===== config.mk =====
export PLATFORM = sky130hd
export DESIGN_NAME = inst_fetch
export DESIGN_NICKNAME = d
export VERILOG_FILES = /design/src/rtl/inst_fetch_pkg.sv /design/src/rtl/inst_fetch.sv
export SDC_FILE = /design/constraint.sdc
export NUM_CORES = 1
export LEC_CHECK = 0
export CORE_ASPECT_RATIO = 0.8
export CORE_MARGIN = 10
export CORE_UTILIZATION = 36
export DETAILED_ROUTE_END_ITERATION = 10
export GPL_ROUTABILITY_DRIVEN = 1
export GPL_TIMING_DRIVEN = 0
export PLACE_DENSITY = 0.82
export RECOVER_POWER = 25
export SETUP_SLACK_MARGIN = 0.1
export SLEW_MARGIN = 20
export SYNTH_ARGS = -nofsm -noshare
export SYNTH_HDL_FRONTEND = slang
export SYNTH_SLANG_ARGS = --single-unit

===== constraint.sdc =====
create_clock -name clk -period 2.8 [get_ports clk]
set_input_delay 0.28 -clock clk [delete_from_list [all_inputs] [get_ports clk]]
set_output_delay 0.28 -clock clk [all_outputs]
set_load 0.02 [all_outputs]

===== src/rtl/inst_fetch_pkg.sv =====
// Shared definitions for the instruction fetch unit: FSM states, PC increments
// and the compressed-instruction opcode test.
package inst_fetch_pkg;

    typedef enum logic [1:0] {
        ALIGN   = 2'd0,
        BUF     = 2'd1,
        LOAD_HI = 2'd2
    } fetch_state_e;

    localparam int         PC_INC_C = 2;
    localparam int         PC_INC_W = 4;
    localparam logic [1:0] OPC_MASK = 2'b11;

    // A halfword starts a 32-bit instruction only when both low bits are set.
    function automatic logic is_compressed(input logic [15:0] half);
        return (half[1:0] & OPC_MASK) != OPC_MASK;
    endfunction

endpackage


===== src/rtl/inst_fetch.sv =====
// Instruction fetch from a combinational word memory with a valid/ready output.
// Build option: define FETCH_COMPRESSED_EN to add 16-bit compressed instruction support.
module inst_fetch
    import inst_fetch_pkg::*;
#(
    parameter logic [31:0] RESET_PC = 32'h0000_0000,
    parameter int          ADDR_W   = 6
) (
    input  logic              clk,
    input  logic              rst,
    output logic [ADDR_W-1:0] mem_addr,
    input  logic [31:0]       mem_data,
    output logic [31:0]       instr,
    output logic [31:0]       instr_pc,
    output logic              instr_c,
    output logic              instr_valid,
    input  logic              instr_ready,
    input  logic              redirect_valid,
    input  logic [31:0]       redirect_pc
);

    logic [31:0]       pc_q, pc_d;
    logic [31:0]       instr_raw;
    logic              instr_c_raw;
    logic              valid_raw;
    logic [ADDR_W-1:0] word_addr;

    assign word_addr = pc_q[ADDR_W+1:2];

`ifdef FETCH_COMPRESSED_EN
    fetch_state_e state_q, state_d;
    logic [15:0]  hbuf_q, hbuf_d;

    always_ff @(posedge clk or posedge rst) begin
        if (rst) begin
            // NOTE: non-blocking assignments keep every register sampling pre-edge values.
            pc_q    <= {RESET_PC[31:1], 1'b0};
            hbuf_q  <= '0;
            state_q <= RESET_PC[1] ? LOAD_HI : ALIGN;
        end else begin
            pc_q    <= pc_d;
            hbuf_q  <= hbuf_d;
            state_q <= state_d;
        end
    end

    always_comb begin
        // NOTE: every output of this block gets a default first, so no path infers a latch.
        state_d     = state_q;
        pc_d        = pc_q;
        hbuf_d      = hbuf_q;
        mem_addr    = word_addr;
        instr_raw   = '0;
        instr_c_raw = 1'b0;
        valid_raw   = 1'b0;

        case (state_q)
            ALIGN: begin
                valid_raw = 1'b1;
                if (is_compressed(mem_data[15:0])) begin
                    instr_raw   = {16'h0, mem_data[15:0]};
                    instr_c_raw = 1'b1;
                    if (instr_ready) begin
                        pc_d    = pc_q + 32'(PC_INC_C);
                        hbuf_d  = mem_data[31:16];
                        state_d = BUF;
                    end
                end else begin
                    instr_raw = mem_data;
                    if (instr_ready) pc_d = pc_q + 32'(PC_INC_W);
                end
            end
            BUF: begin
                valid_raw = 1'b1;
                if (is_compressed(hbuf_q)) begin
                    instr_raw   = {16'h0, hbuf_q};
                    instr_c_raw = 1'b1;
                    if (instr_ready) begin
                        pc_d    = pc_q + 32'(PC_INC_C);
                        state_d = ALIGN;
                    end
                end else begin
                    // Straddling instruction: upper half comes from the next word.
                    mem_addr  = word_addr + ADDR_W'(1);
                    instr_raw = {mem_data[15:0], hbuf_q};
                    if (instr_ready) begin
                        pc_d   = pc_q + 32'(PC_INC_W);
                        hbuf_d = mem_data[31:16];
                    end
                end
            end
            LOAD_HI: begin
                hbuf_d  = mem_data[31:16];
                state_d = BUF;
            end
            default: state_d = ALIGN;
        endcase

        if (redirect_valid) begin
            pc_d    = redirect_pc & ~32'h1;
            hbuf_d  = '0;
            state_d = redirect_pc[1] ? LOAD_HI : ALIGN;
        end
    end
`else
    always_ff @(posedge clk or posedge rst) begin
        if (rst) pc_q <= RESET_PC & ~32'h3;
        else     pc_q <= pc_d;
    end

    always_comb begin
        mem_addr    = word_addr;
        instr_raw   = mem_data;
        instr_c_raw = 1'b0;
        valid_raw   = 1'b1;
        pc_d        = pc_q;
        if (redirect_valid)   pc_d = redirect_pc & ~32'h3;
        else if (instr_ready) pc_d = pc_q + 32'(PC_INC_W);
    end
`endif

    // Reset blanks the presented instruction immediately, not at the next edge.
    assign instr_valid = valid_raw & ~rst;
    assign instr       = rst ? '0 : instr_raw;
    assign instr_c     = instr_c_raw & ~rst;
    assign instr_pc    = pc_q;

endmodule


### Word-level counts from Yosys, hierarchy flattened

Index checks and enable logic that the tools add are counted.

* logic and storage cells: 7
* register bits after elaboration: 32
* input bits: 68
* output and inout port bits: 72

* bitwise gates (word level): 1
* add/subtract/negate cells: 1
* reduce and logical (&&, ||, !) cells: 1
* mux-type cells: 3

Operator list (count)
* two-way mux 32 bit: 3
* adder 32 x 3 -> 32 bit, second input constant: 1
* nonzero test 2 bit: 1
* inverter 1 bit: 1

### Logic depth before layout (Yosys ltp)

* word-level depth: 3
* depth in mapped cells: 6

### Least setup slack after synthesis

Ideal clock, no wire load.

* path type: register -> register
* start point: reg pc_q[2], in the netlist instr_pc[2]
* end point: reg pc_q[18], in the netlist instr_pc[18]
* arrival time: 2.138 ns
* stages on the path, launching flop included: 7
* clock period less this slack: 2.220 ns
* library setup time: 0.082 ns
* buffers on the path: 1
* slack: 0.580 ns
* data required time: 2.718 ns
* path through: dfrtp_1 -> ha_1 -> nand4_1 -> or4_1 -> clkbuf_1 -> or3_1 -> a31oi_1

* cells in the longest elaborated chain, start to end: 3

Ends and longest elaborated chain
* start: declaration: line inst_fetch.sv:22 `logic [31:0] pc_q, pc_d;`
* start signal: assignment: line inst_fetch.sv:107 `if (rst) pc_q <= RESET_PC & ~32'h3;`
* start signal: assignment: line inst_fetch.sv:108 `else pc_q <= pc_d;`
* adder 32 x 3 -> 32 bit: line inst_fetch.sv:118 `else if (instr_ready) pc_d = pc_q + 32'(PC_INC_W);`
* two-way mux 32 bit: line inst_fetch.sv:118
* two-way mux 32 bit: line inst_fetch.sv:117 `if (redirect_valid) pc_d = redirect_pc & ~32'h3;`

Every way passes these cells. The select of a mux whose other input is x is not followed.
A chain may end at the register's enable or synchronous reset.

### Worst setup path after layout

* start point: in rst
* end point: out instr_valid

* cells in the longest elaborated chain, start to end: 1

Ends and longest elaborated chain
* start: declaration: line inst_fetch.sv:10 `input logic rst,`
* inverter 1 bit
* end: declaration: line inst_fetch.sv:16 `output logic instr_valid,`

Every way passes these cells.

==> qor.txt <==
vias in the first global route - 2396
flops & latches, synth - 30
die area - 9090 um2
Pre-antenna DRT Iters - 4
die width - 104 um
Gate power share - 37.3%
TritonCTS Sinks - 30
Final nets - 461
Clock Tree Root - clkbuf_8
Crit path buffers/inverters - 4
RSZ-0062 raised after global routing - yes
largest net degree at the start of global routing - 32
FP Rows - 24
status - completed
Reg clk slew, reported paths - 0.06 ns
worst r2r src - instr_pc[2]
post-synthesis instance total - 251
global placement routability congestion - 0.822
Post-DP HPWL - 6640 um
CP endpoint kind - output port
fin worst setup slack - 0.272 ns
initial antenna violation count - 0
CP max FO - 31
Routed WL - 8080 um
critical path's slowest cell - clkdlybuf4s50_1
critical path class - input pin to output port
peak supply drop - 0.257 mV
crit path launch - rst
P_sw - 0.470 mW
min Tclk post-route - 2.53 ns
Ys Warns - 0
worst path arrival time - 2.25 ns
CTS tree - done
Max clock buf depth - 2
die height - 87.3 um
Num CTS Buffers - 5
switching share of total power - 33.7%
P_int - 0.925 mW
CP Depth - 4
sequential fraction of the synthesis area - 36.8%
top_reg_cell synth - dfrtp_1
Slew HR - 52.1%
DR DRC count - 0
Mapped Avg Cell Area - 8.12 um2
hold buffers post-CTS - 0
clock network fraction of total power - 23.8%
Power Total - 1.40 mW
part of the cycle the worst path needs - 90.3%
max incr delay on CP - 0.69 ns
Min Hold Slack - 0.389 ns
area growth from synthesis to layout - 73.8%
core area - 5470 um2
number of flops mapped to enable cells by yosys - 0
pwr dens - 394 nW/um2
final hold vios - 0
CP Data Required Time - 2.52 ns
clk_lat worst skew - 0.29 ns
post-DR vias/cell - 5.16
max reg flops - 30
worst setup path endpoint - instr_valid
average wire per standard cell - 17.2 um
share of power burned in registers - 38.9%
Reg2Reg Setup Slack - 0.32 ns
Hold WC Path Type - input pin to flip-flop
Synth cell types - 29
worst-case reg-to-reg path depth - 6
Leakage - 1.32 nW
worst slew pin tran - 0.712 ns
H-tree depth - 2
diode count - 0
port buffer count - 132
critical-path cell list - dlygate4sd3_1, clkbuf_1, inv_4, clkdlybuf4s50_1
DR iter-0 viols - 179
Initial Util - 37.3%
layout cells sized above 1 - 5.10%
gr usage total - 17.4%
Routed Antenna Nets - 0
grt ovf - 0
Ports - 140
via count - 2424
area of the mapped netlist - 2040 um2
RR Endpoint - instr_pc[26]
Max Slew Vio Count - 0
clk_skew - 0.00808 ns
Setup Viol. Count Final - 0
Startpoint Class - input pin
global-route wire length before repair - 12900 um
post-synthesis async set-or-reset flop share - 100%
commonest cells after routing, fill and taps aside - clkdlybuf4s50_1, nor2b_1, dfrtp_1, nand2_1, o21ai_0
Setup WS pre-CTS - 0.121 ns
max_cap viols - 0
Top Family by Delay on Critical Path - buffers and inverters
commonest non-fill, non-tap cell in the layout - clkdlybuf4s50_1
f_max - 396 MHz
==> power groups by stage <==
stage / Sequential (mW) / Combinational, mW / Clock [mW]
3_5_place_dp: 0.549 / 0.523 / 0
3_3_place_gp: 0.546 / 0.516 / 0
2_1_floorplan: 0.587 / 0.191 / 0
4_1_cts: 0.542 / 0.526 / 0.332
6_report: 0.543 / 0.520 / 0.332
5_1_grt: 0.552 / 0.559 / 0.349
==> per-layer routing <==
layer | vias to the layer above | global-route usage, % | share of wire (%)
met3 | 12 | 7.03 | 9.1
met4 | 0 | 4.67 | 1.5
li1 | 1167 | - | -
met1 | 1128 | 20.0 | 42
met5 | - | 0 | 0
met2 | 117 | 29.7 | 47
==> cell type report <==
type / instances / area, um2
inverters: 5 / 21.3
clock buffers: 7 / 76.3
plain buffers: 25 / 131
fillers: 492 / 1920
well taps: 78 / 97.6
multi-input cells: 193 / 1140
repair buffers: 132 / 1320
flip-flops and latches: 30 / 751
==> worst reg2reg max path, cell delays in order, from the launching register on <==
cell and delay, ns:
dfrtp_1 0.45, ha_1 0.24, nand4_1 0.24, or4_1 0.64
clkbuf_1 0.26, o311ai_0 0.41, nand3_1 0.11
==> through the flow <==
step / std cells / instance area, um2 / setup TNS (ns) / util, %
4_1_cts: 470 / 3540 / 0 / 64.8
3_5_place_dp: 463 / 3460 / 0 / 63.4
5_1_grt: 470 / 3540 / 0 / 64.8
6_report: 470 / 3540 / 0 / 64.8
3_3_place_gp: 463 / 3460 / -0.315 / 63.4
2_1_floorplan: 253 / 2050 / 0 / -
==> worst min-delay path by stage <==
stage,from,to,slack [ns],depth (start not counted)
2_1_floorplan,redirect_pc[24],instr_pc[24],0.40,2
3_3_place_gp,instr_pc[31],instr_pc[31],0.57,2
5_1_grt,instr_ready,instr_pc[2],0.45,3
6_report,instr_ready,instr_pc[2],0.39,3
3_5_place_dp,instr_pc[31],instr_pc[31],0.58,2
4_1_cts,instr_ready,instr_pc[2],0.39,3
==> kinds of logic after synthesis <==
family / Yosys count / synth area share, %
multiplexers: 1 / 0.491
AND/OR/NAND/NOR: 132 / 36.0
XOR/XNOR: 13 / 5.59
flip-flops: 30 / 36.8
buffers and inverters: 30 / 7.37
other: 1 / 0.184
adder cells (fa/ha/maj): 1 / 0.614
AO/OA/AOI/OAI: 43 / 13.0
==> synth_stat cells, types with 2 or more instances <==
cell       n  area, um2
buf_1      2       7.51
or4_1     10       75.1
and4_1     4       35.0
nand2_1   27        101
nand3_1   14       70.1
nor3_1     3       15.0
o21ai_0   19       95.1
nor2b_1   32        200
or3_1      4       25.0
nor2_1    18       67.6
dfrtp_1   30        751
clkbuf_1  11       41.3
o311ai_0   4       35.0
and3_1     4       25.0
o31ai_1    7       52.6
inv_1      5       18.8
xor2_1     5       43.8
xnor2_1    8       70.1
buf_4      9       67.6
nand4_1   11       68.8
a31oi_1   13       81.3
buf_2      3       15.0
nor4_1     2       12.5
==> what timing repair did <==
| action | CTS | global route |
|---|---|---|
| buffers inserted | 0 | 0 |
| gates resized for setup | 0 | 3 |
| endpoints found under the setup margin | 0 | 3 |
(Power assumes the default switching activity.)
